### src/rtl/seg7_pkg.sv
// Shared constants and state type for the 7-segment scan driver.
// Latency: n/a (declarations only).
// Backpressure: n/a.
package seg7_pkg;

  // Segment patterns, active-low: bit7 = dp, bits6:0 = g..a.
  localparam logic [7:0] SEG_BLANK = 8'hFF;
  localparam logic [7:0] SEG_ZERO  = 8'hC0;

  // BLANK = dead time at the start of a slot, DRIVE = digit lit.
  typedef enum logic {
    BLANK = 1'b0,
    DRIVE = 1'b1
  } scan_state_t;

endpackage

### src/rtl/seg7_slot_timer.sv
// Slot timer: walks each digit slot through BLANK then DRIVE, advances the digit index.
// Latency: state/cnt/idx update every enabled cycle; frame_done is registered.
// Backpressure: ena low freezes state, cnt and idx; frame_done stays low.
//
// Ports:
//   clk, rst       clock, asynchronous active-low reset
//   ena            advance enable
//   state/cnt/idx  current slot phase, cycle within slot, digit index
//   frame_done     one-cycle pulse after the last digit's slot wraps to digit 0
module seg7_slot_timer
  import seg7_pkg::*;
#(
  parameter int NUM_DIGITS  = 2,
  parameter int SLOT_CYCLES = 100000,
  parameter int DEAD_CYCLES = 1000
) (
  input  logic                           clk,
  input  logic                           rst,
  input  logic                           ena,
  output scan_state_t                    state,
  output logic [$clog2(SLOT_CYCLES)-1:0] cnt,
  output logic [$clog2(NUM_DIGITS)-1:0]  idx,
  output logic                           frame_done
);

  localparam int CW = $clog2(SLOT_CYCLES);
  localparam int IW = $clog2(NUM_DIGITS);

  localparam logic [CW-1:0] DEAD_LAST = CW'(DEAD_CYCLES - 1);
  localparam logic [CW-1:0] SLOT_LAST = CW'(SLOT_CYCLES - 1);
  localparam logic [IW-1:0] IDX_LAST  = IW'(NUM_DIGITS - 1);

  scan_state_t     state_nxt;
  logic [CW-1:0]   cnt_nxt;
  logic [IW-1:0]   idx_nxt;
  logic            wrap;

  always_ff @(posedge clk or negedge rst) begin
    if (!rst) begin
      state      <= BLANK;
      cnt        <= '0;
      idx        <= '0;
      frame_done <= 1'b0;
    end else begin
      state      <= state_nxt;
      cnt        <= cnt_nxt;
      idx        <= idx_nxt;
      frame_done <= wrap;
    end
  end

  // cnt runs continuously across the slot; BLANK/DRIVE only marks which part we are in.
  always_comb begin
    state_nxt = state;
    cnt_nxt   = cnt;
    idx_nxt   = idx;
    wrap      = 1'b0;
    if (ena) begin
      case (state)
        BLANK: begin
          cnt_nxt = cnt + CW'(1);
          if (cnt == DEAD_LAST) begin
            state_nxt = DRIVE;
          end
        end
        DRIVE: begin
          if (cnt == SLOT_LAST) begin
            cnt_nxt   = '0;
            state_nxt = BLANK;
            if (idx == IDX_LAST) begin
              idx_nxt = '0;
              wrap    = 1'b1;
            end else begin
              idx_nxt = idx + IW'(1);
            end
          end else begin
            cnt_nxt = cnt + CW'(1);
          end
        end
        default: state_nxt = BLANK;
      endcase
    end
  end

endmodule

### src/rtl/seg7_scan_driver.sv
// Time-multiplexes per-digit 7-segment patterns onto one segment bus plus active-low anodes.
// Latency: SEG/AN registered, one cycle behind the slot state; DISP snapshotted once per frame.
// Backpressure: ena low holds the scan position and blanks the display from the next cycle.
//
// Ports:
//   clk, rst    clock, asynchronous active-low reset
//   ena         scan enable
//   DISP        8 bits per digit, digit 0 in the low byte (active-low segments)
//   SEG         shared segment bus, same encoding as DISP
//   AN          anode enables, active-low, at most one low
//   frame_done  one-cycle pulse at the end of each frame
// Optional: define SEG7_LZ_BLANK_EN for leading-zero blanking of digits above digit 0.
module seg7_scan_driver
  import seg7_pkg::*;
#(
  parameter int NUM_DIGITS  = 2,
  parameter int SLOT_CYCLES = 100000,
  parameter int DEAD_CYCLES = 1000
) (
  input  logic                    clk,
  input  logic                    rst,
  input  logic                    ena,
  input  logic [8*NUM_DIGITS-1:0] DISP,
  output logic [7:0]              SEG,
  output logic [NUM_DIGITS-1:0]   AN,
  output logic                    frame_done
);

  localparam int CW = $clog2(SLOT_CYCLES);
  localparam int IW = $clog2(NUM_DIGITS);

  scan_state_t                      state;
  logic [CW-1:0]                    cnt;
  logic [IW-1:0]                    idx;
  logic [NUM_DIGITS-1:0][7:0]       disp_d;
  logic [NUM_DIGITS-1:0][7:0]       snap;
  logic                             capture;
  logic [NUM_DIGITS-1:0]            supp;
  logic [7:0]                       seg_nxt;
  logic [NUM_DIGITS-1:0]            an_nxt;

  seg7_slot_timer #(
    .NUM_DIGITS (NUM_DIGITS),
    .SLOT_CYCLES(SLOT_CYCLES),
    .DEAD_CYCLES(DEAD_CYCLES)
  ) u_timer (
    .clk       (clk),
    .rst       (rst),
    .ena       (ena),
    .state     (state),
    .cnt       (cnt),
    .idx       (idx),
    .frame_done(frame_done)
  );

  assign disp_d = DISP;

  // First cycle of digit 0's slot: the whole display is latched together so no digit tears.
  assign capture = ena && (state == BLANK) && (idx == '0) && (cnt == '0);

  always_ff @(posedge clk or negedge rst) begin
    if (!rst) begin
      snap <= {NUM_DIGITS{SEG_BLANK}};
    end else if (capture) begin
      snap <= disp_d;
    end
  end

`ifdef SEG7_LZ_BLANK_EN
  logic [NUM_DIGITS-1:0] supp_nxt;
  logic                  lz_run;

  // Scan from the most significant digit down; suppression stops at the first non-zero.
  // Digit 0 is never suppressed so a value of zero still shows one '0'.
  always_comb begin
    supp_nxt = '0;
    lz_run   = 1'b1;
    for (int k = NUM_DIGITS - 1; k >= 1; k--) begin
      lz_run      = lz_run && (disp_d[k] == SEG_ZERO);
      supp_nxt[k] = lz_run;
    end
  end

  always_ff @(posedge clk or negedge rst) begin
    if (!rst) begin
      supp <= '0;
    end else if (capture) begin
      supp <= supp_nxt;
    end
  end
`else
  assign supp = '0;
`endif

  always_comb begin
    seg_nxt = SEG_BLANK;
    an_nxt  = '1;
    if (ena && (state == DRIVE) && !supp[idx]) begin
      an_nxt[idx] = 1'b0;
      seg_nxt     = snap[idx];
    end
  end

  always_ff @(posedge clk or negedge rst) begin
    if (!rst) begin
      SEG <= SEG_BLANK;
      AN  <= '1;
    end else begin
      SEG <= seg_nxt;
      AN  <= an_nxt;
    end
  end

endmodule

### config.mk
export PLATFORM = sky130hd
export DESIGN_NAME = seg7_scan_driver
export DESIGN_NICKNAME = d
export VERILOG_FILES = /design/src/rtl/seg7_pkg.sv /design/src/rtl/seg7_slot_timer.sv /design/src/rtl/seg7_scan_driver.sv
export SDC_FILE = /design/constraint.sdc
export NUM_CORES = 1
export LEC_CHECK = 0
export ABC_AREA = 1
export CAP_MARGIN = 30
export CORE_UTILIZATION = 55
export DETAILED_ROUTE_END_ITERATION = 8
export PLACE_DENSITY_LB_ADDON = 0.3
export RECOVER_POWER = 100
export SYNTH_ARGS = -nofsm -noshare
export SYNTH_HDL_FRONTEND = slang
export SYNTH_SLANG_ARGS = --single-unit
### constraint.sdc
create_clock -name clk -period 2.1 [get_ports clk]
set_input_delay 0.525 -clock clk [delete_from_list [all_inputs] [get_ports clk]]
set_output_delay 0.525 -clock clk [all_outputs]
set_load 0.02 [all_outputs]
* Yosys cells after proc, flatten, opt, wreduce, memory -nomap -nowiden *
Index checks and enable logic that the tools add are counted.

operators by class
  $add $sub $neg = 2
  magnitude comparators = 2
  equality and inequality tests = 2
  muxes and demuxes = 17
  bitwise logic cells = 3
  reductions and logical operators = 9

operators by type and width
  cell                   count
  $pmux 17 s2            1
  $mux 8                 3
  $add 17x1->17 const B  1
  $eq 17x10->1 const B   1
  $eq 17x17->1 const B   1
  $logic_not 17->1       1
  $mux 17                1
  $mux 1                 9
  $logic_and 1x1->1      6
  $reduce_and 3->1       1
  $lt 1x2->1 const B     1
  $mux 2                 1
  $not 1->1              2
  $not 2->2              1
  $pmux 1 s2             1
  $add 1x1->1 const B    1
  $demux 1 s1            1
  $ge 1x1->1 const B     1
  $logic_not 1->1        1

word-level totals
  flip-flop bits (word level) = 46
  bits of input ports = 19

* Longest topological paths before layout *
  word-level depth = 6
  depth in mapped cells = 9
  depth with buffers taken out = 9

* Hierarchy *
A second synthesis with hierarchy kept.

unflattened totals
  cells, all modules = 296
  area total of the unflattened synthesis = 2,423.6 um2

by module, submodules not included
  module            instances  cells an instance  area an instance (um2)  sequential area each (um2)
  seg7_slot_timer   1          187                1,283.7                 500.5
  seg7_scan_driver  1          109                1,139.8                 683.2

* Least setup slack after synthesis *
No wires, ideal clock.

  kind = input-to-reg
  from = input port ena
  to = register u_timer.cnt[10]
  setup time = 118 ps
  data arrival time = 1,262 ps
  required time = 1,982 ps
  path slack = 719 ps
  stages = 7
  path buffers = 1
  cells stage by stage = buf_4 nand2_2 nor2_2 nand2_1 nor2_2 xor2_1 nor2_1

RTL lines
  what                    RTL line                RTL
  start: declaration      seg7_scan_driver.sv:22  input logic ena,
  end signal: assignment  seg7_slot_timer.sv:46   cnt <= cnt_nxt;
  end: declaration        seg7_slot_timer.sv:21   output logic [$clog2(SLOT_CYCLES)-1:0] cnt,

* Worst setup path after layout *
  from = register SEG[1]
  to = output port SEG[1]

RTL lines
  what                      RTL line                 RTL
  start: declaration        seg7_scan_driver.sv:24   output logic [7:0] SEG,
  start signal: assignment  seg7_scan_driver.sv:109  SEG <= seg_nxt;

No word-level cell between the ends.

==> impl_metrics.tcl <==
set metrics [dict create \
    clkSlewWorstSetupHoldPaths_ns 0.08 \
    cts_made_buffers 5 \
    ant_nets 0 \
    root_buffer "clkbuf_8" \
    cp_num_cells 1 \
    outcome "complete, no violations" \
    routedWlPerCell_um 12.5 \
    period_share_pct 95.6 \
    start_util_pct 58.7 \
    finalSetupViolations 0 \
    cp_cell_sequence "dlygate4sd3_1" \
    setup_ws_ns 0.0917 \
    synthTopCellsByCount "nand2_1, inv_1, dfstp_2, nor2_1, dfrtp_1" \
    ys_warn_count 0 \
    syn_avg_cell_area_um2 8.75 \
    max_freq_mhz 498 \
    r2r-start "u_timer.cnt[0]" \
    ys_seq_area_share_pct 49.3 \
    leakagePower_uw 0.00130 \
    cp-start-kind "flop" \
    crit_start "SEG[1]" \
    syn-num-nets 295 \
    cp-endpoint "SEG[1]" \
    met1_usage_pct 30.7 \
    drc 0 \
    syn_inst 274 \
    post-cts-setup-buffers 0 \
    dr.first_iter.drc_count 221 \
    skew_ns 0.00409 \
    yosysTopAreaCellShare_pct 28.5 \
    max_stage_delay_ns 0.67 \
    die_w_um 68.0 \
    pre_cts_slack_ns 0.0426 \
    cts_tree "yes" \
    synth.most_common_cell "nand2_1" \
    placed_cells 350 \
    hold_class "reg2reg" \
    antenna_found_initial 0 \
    synth_area_mm2 0.00240 \
    rows 23 \
    dpl_cell_area_mm2 0.00272 \
    ys_types 30 \
    grt_pass1_vias 1511 \
    tightest_slew_ns 1.08 \
    wirelength_mm 4.48 \
    synth_seq_cells 46 \
    drv_slew 0 \
    viasPerCell 5.12 \
    synth_top_cell_by_area "dfstp_2" \
    grt_busiest_layer "met2" \
    r2r_cells 7 \
    gr-usage-met3_pct 5.67 \
    regArea_mm2 0.00118 \
    required_ns 1.57 \
    tns_ns 0 \
    instances_no_fill 358 \
    cp_num_buf_inv 1 \
    clockBufferDepth 2 \
    cts_resized 0 \
    crit_type "reg2out" \
    vdd_ir_drop_max_uv 332 \
    vias 1833 \
    synth-main-ff-cell "dfstp_2" \
    core_area_mm2 0.00409 \
    syn_to_final_growth_pct 14.6 \
    dpl.hpwl_mm 3.14 \
    io_pins 30 \
    place_congestion 0.923 \
    grt_max_degree 47 \
    synth_edf_count 0 \
    n_fill_cell 335 \
    overflow 0 \
    diodes 0 \
    io_buffers 29 \
    synth-async-reset-ratio_pct 100 \
    gr-usage-all-layers_pct 21.6 \
    hold_viol 0 \
    drive_gt1_share_pct 20.5 \
    r2r-end "snap[6]" \
    cts_max_level 2 \
    multi_input_area_um2 898 \
    path_max_fanout 1 \
    grt_pass1_wl_mm 7.28 \
    relSlewSlack_pct 28.2 \
    worst_path_max_delay_cell "dlygate4sd3_1" \
    die-area_mm2 0.00463 \
    fp.dieH_um 68.0 \
    hold_buffers 0 \
    period_minus_slack_ns 2.01 \
    grt_setup_unrepaired "no" \
    drt_first_pass_iters 4 \
    insertion_delay_ns 0.30 \
    final_nets 328 \
    finalPower_uw 1940 \
    crit_path_end_kind "output pin" \
    path_delay_family "buffers and inverters" \
    timing.max_cap.violations 0 \
    final_area_mm2 0.00275 \
    synth.area.top_cells "dfstp_2, dfrtp_1, nand2_1" \
    use_met2_pct 31.5 \
    arrival_ns 1.48 \
    ff2ff_setup_slack_ns 0.49 \
    clock_sinks 46 \
    power_density_mw_per_mm2 708 \
]
[layout by cell type, fill, tap and decap left out, types with 6 or more instances in the layout]
cell,instances
dfstp_2,26
nand3_1,18
clkdlybuf4s50_1,24
o21ai_0,10
nor2_2,6
inv_1,49
dfrtp_1,20
nand2_1,58
o22a_1,8
o21ai_2,9
nor2_1,29
[cells by family (layout without fill, tap and decap cells)]
family,Yosys count,in the layout,share of synthesized area (%)
adder cells (fa/ha/maj),2,2,1.04
XOR/XNOR,7,7,2.56
flip-flops,46,46,49.3
buffers and inverters,59,93,10.8
AO/OA/AOI/OAI,31,31,10.3
AND/OR/NAND/NOR,129,129,25.9
[routing by layer]
metal  share of wire, %  wire (um)
met1                 46       2050
met2                 46       2070
met3                5.8        258
met4                2.1         94
met5                  0          0
[sequential cells by signal, summed over array words and instances (netlist names)]
signal	count
u_timer.cnt	17
u_timer.idx	1
SEG	8
AN	2
u_timer.state	1
snap	16
u_timer.frame_done	1
[metrics by stage]
step / hold WS, ns / utilization, %
2_1_floorplan: 0.229 / -
3_3_place_gp: 0.464 / 66.6
3_5_place_dp: 0.465 / 66.6
4_1_cts: 0.315 / 69.1
5_1_grt: 0.492 / 67.3
6_report: 0.481 / 67.3
[worst min-delay path by stage]
stage / start / end / slack, ns / depth (start not counted)
6_report: snap[8] / snap[8] / 0.48 / 2
5_1_grt: snap[9] / snap[9] / 0.49 / 2
3_3_place_gp: snap[3] / snap[3] / 0.46 / 2
3_5_place_dp: snap[5] / snap[5] / 0.46 / 2
2_1_floorplan: rst / u_timer.cnt[0] / 0.23 / 0
4_1_cts: rst / u_timer.cnt[4] / 0.31 / 2
[power by group]
group	internal [uW]	switching (uW)
Clock	308	303
Sequential	946	103
Combinational	117	169
[area by class of cell]
class | count | area share (%)
Timing Repair Buffer | 32 | 11.0
Clock buffer | 7 | 3.55
Inverter | 53 | 7.24
Multi-Input combinational cell | 169 | 32.7
Tap cell | 50 | 2.28
Sequential cell | 46 | 43.1
Clock inverter | 1 | 0.228
Power figures use the tool's default switching activity.
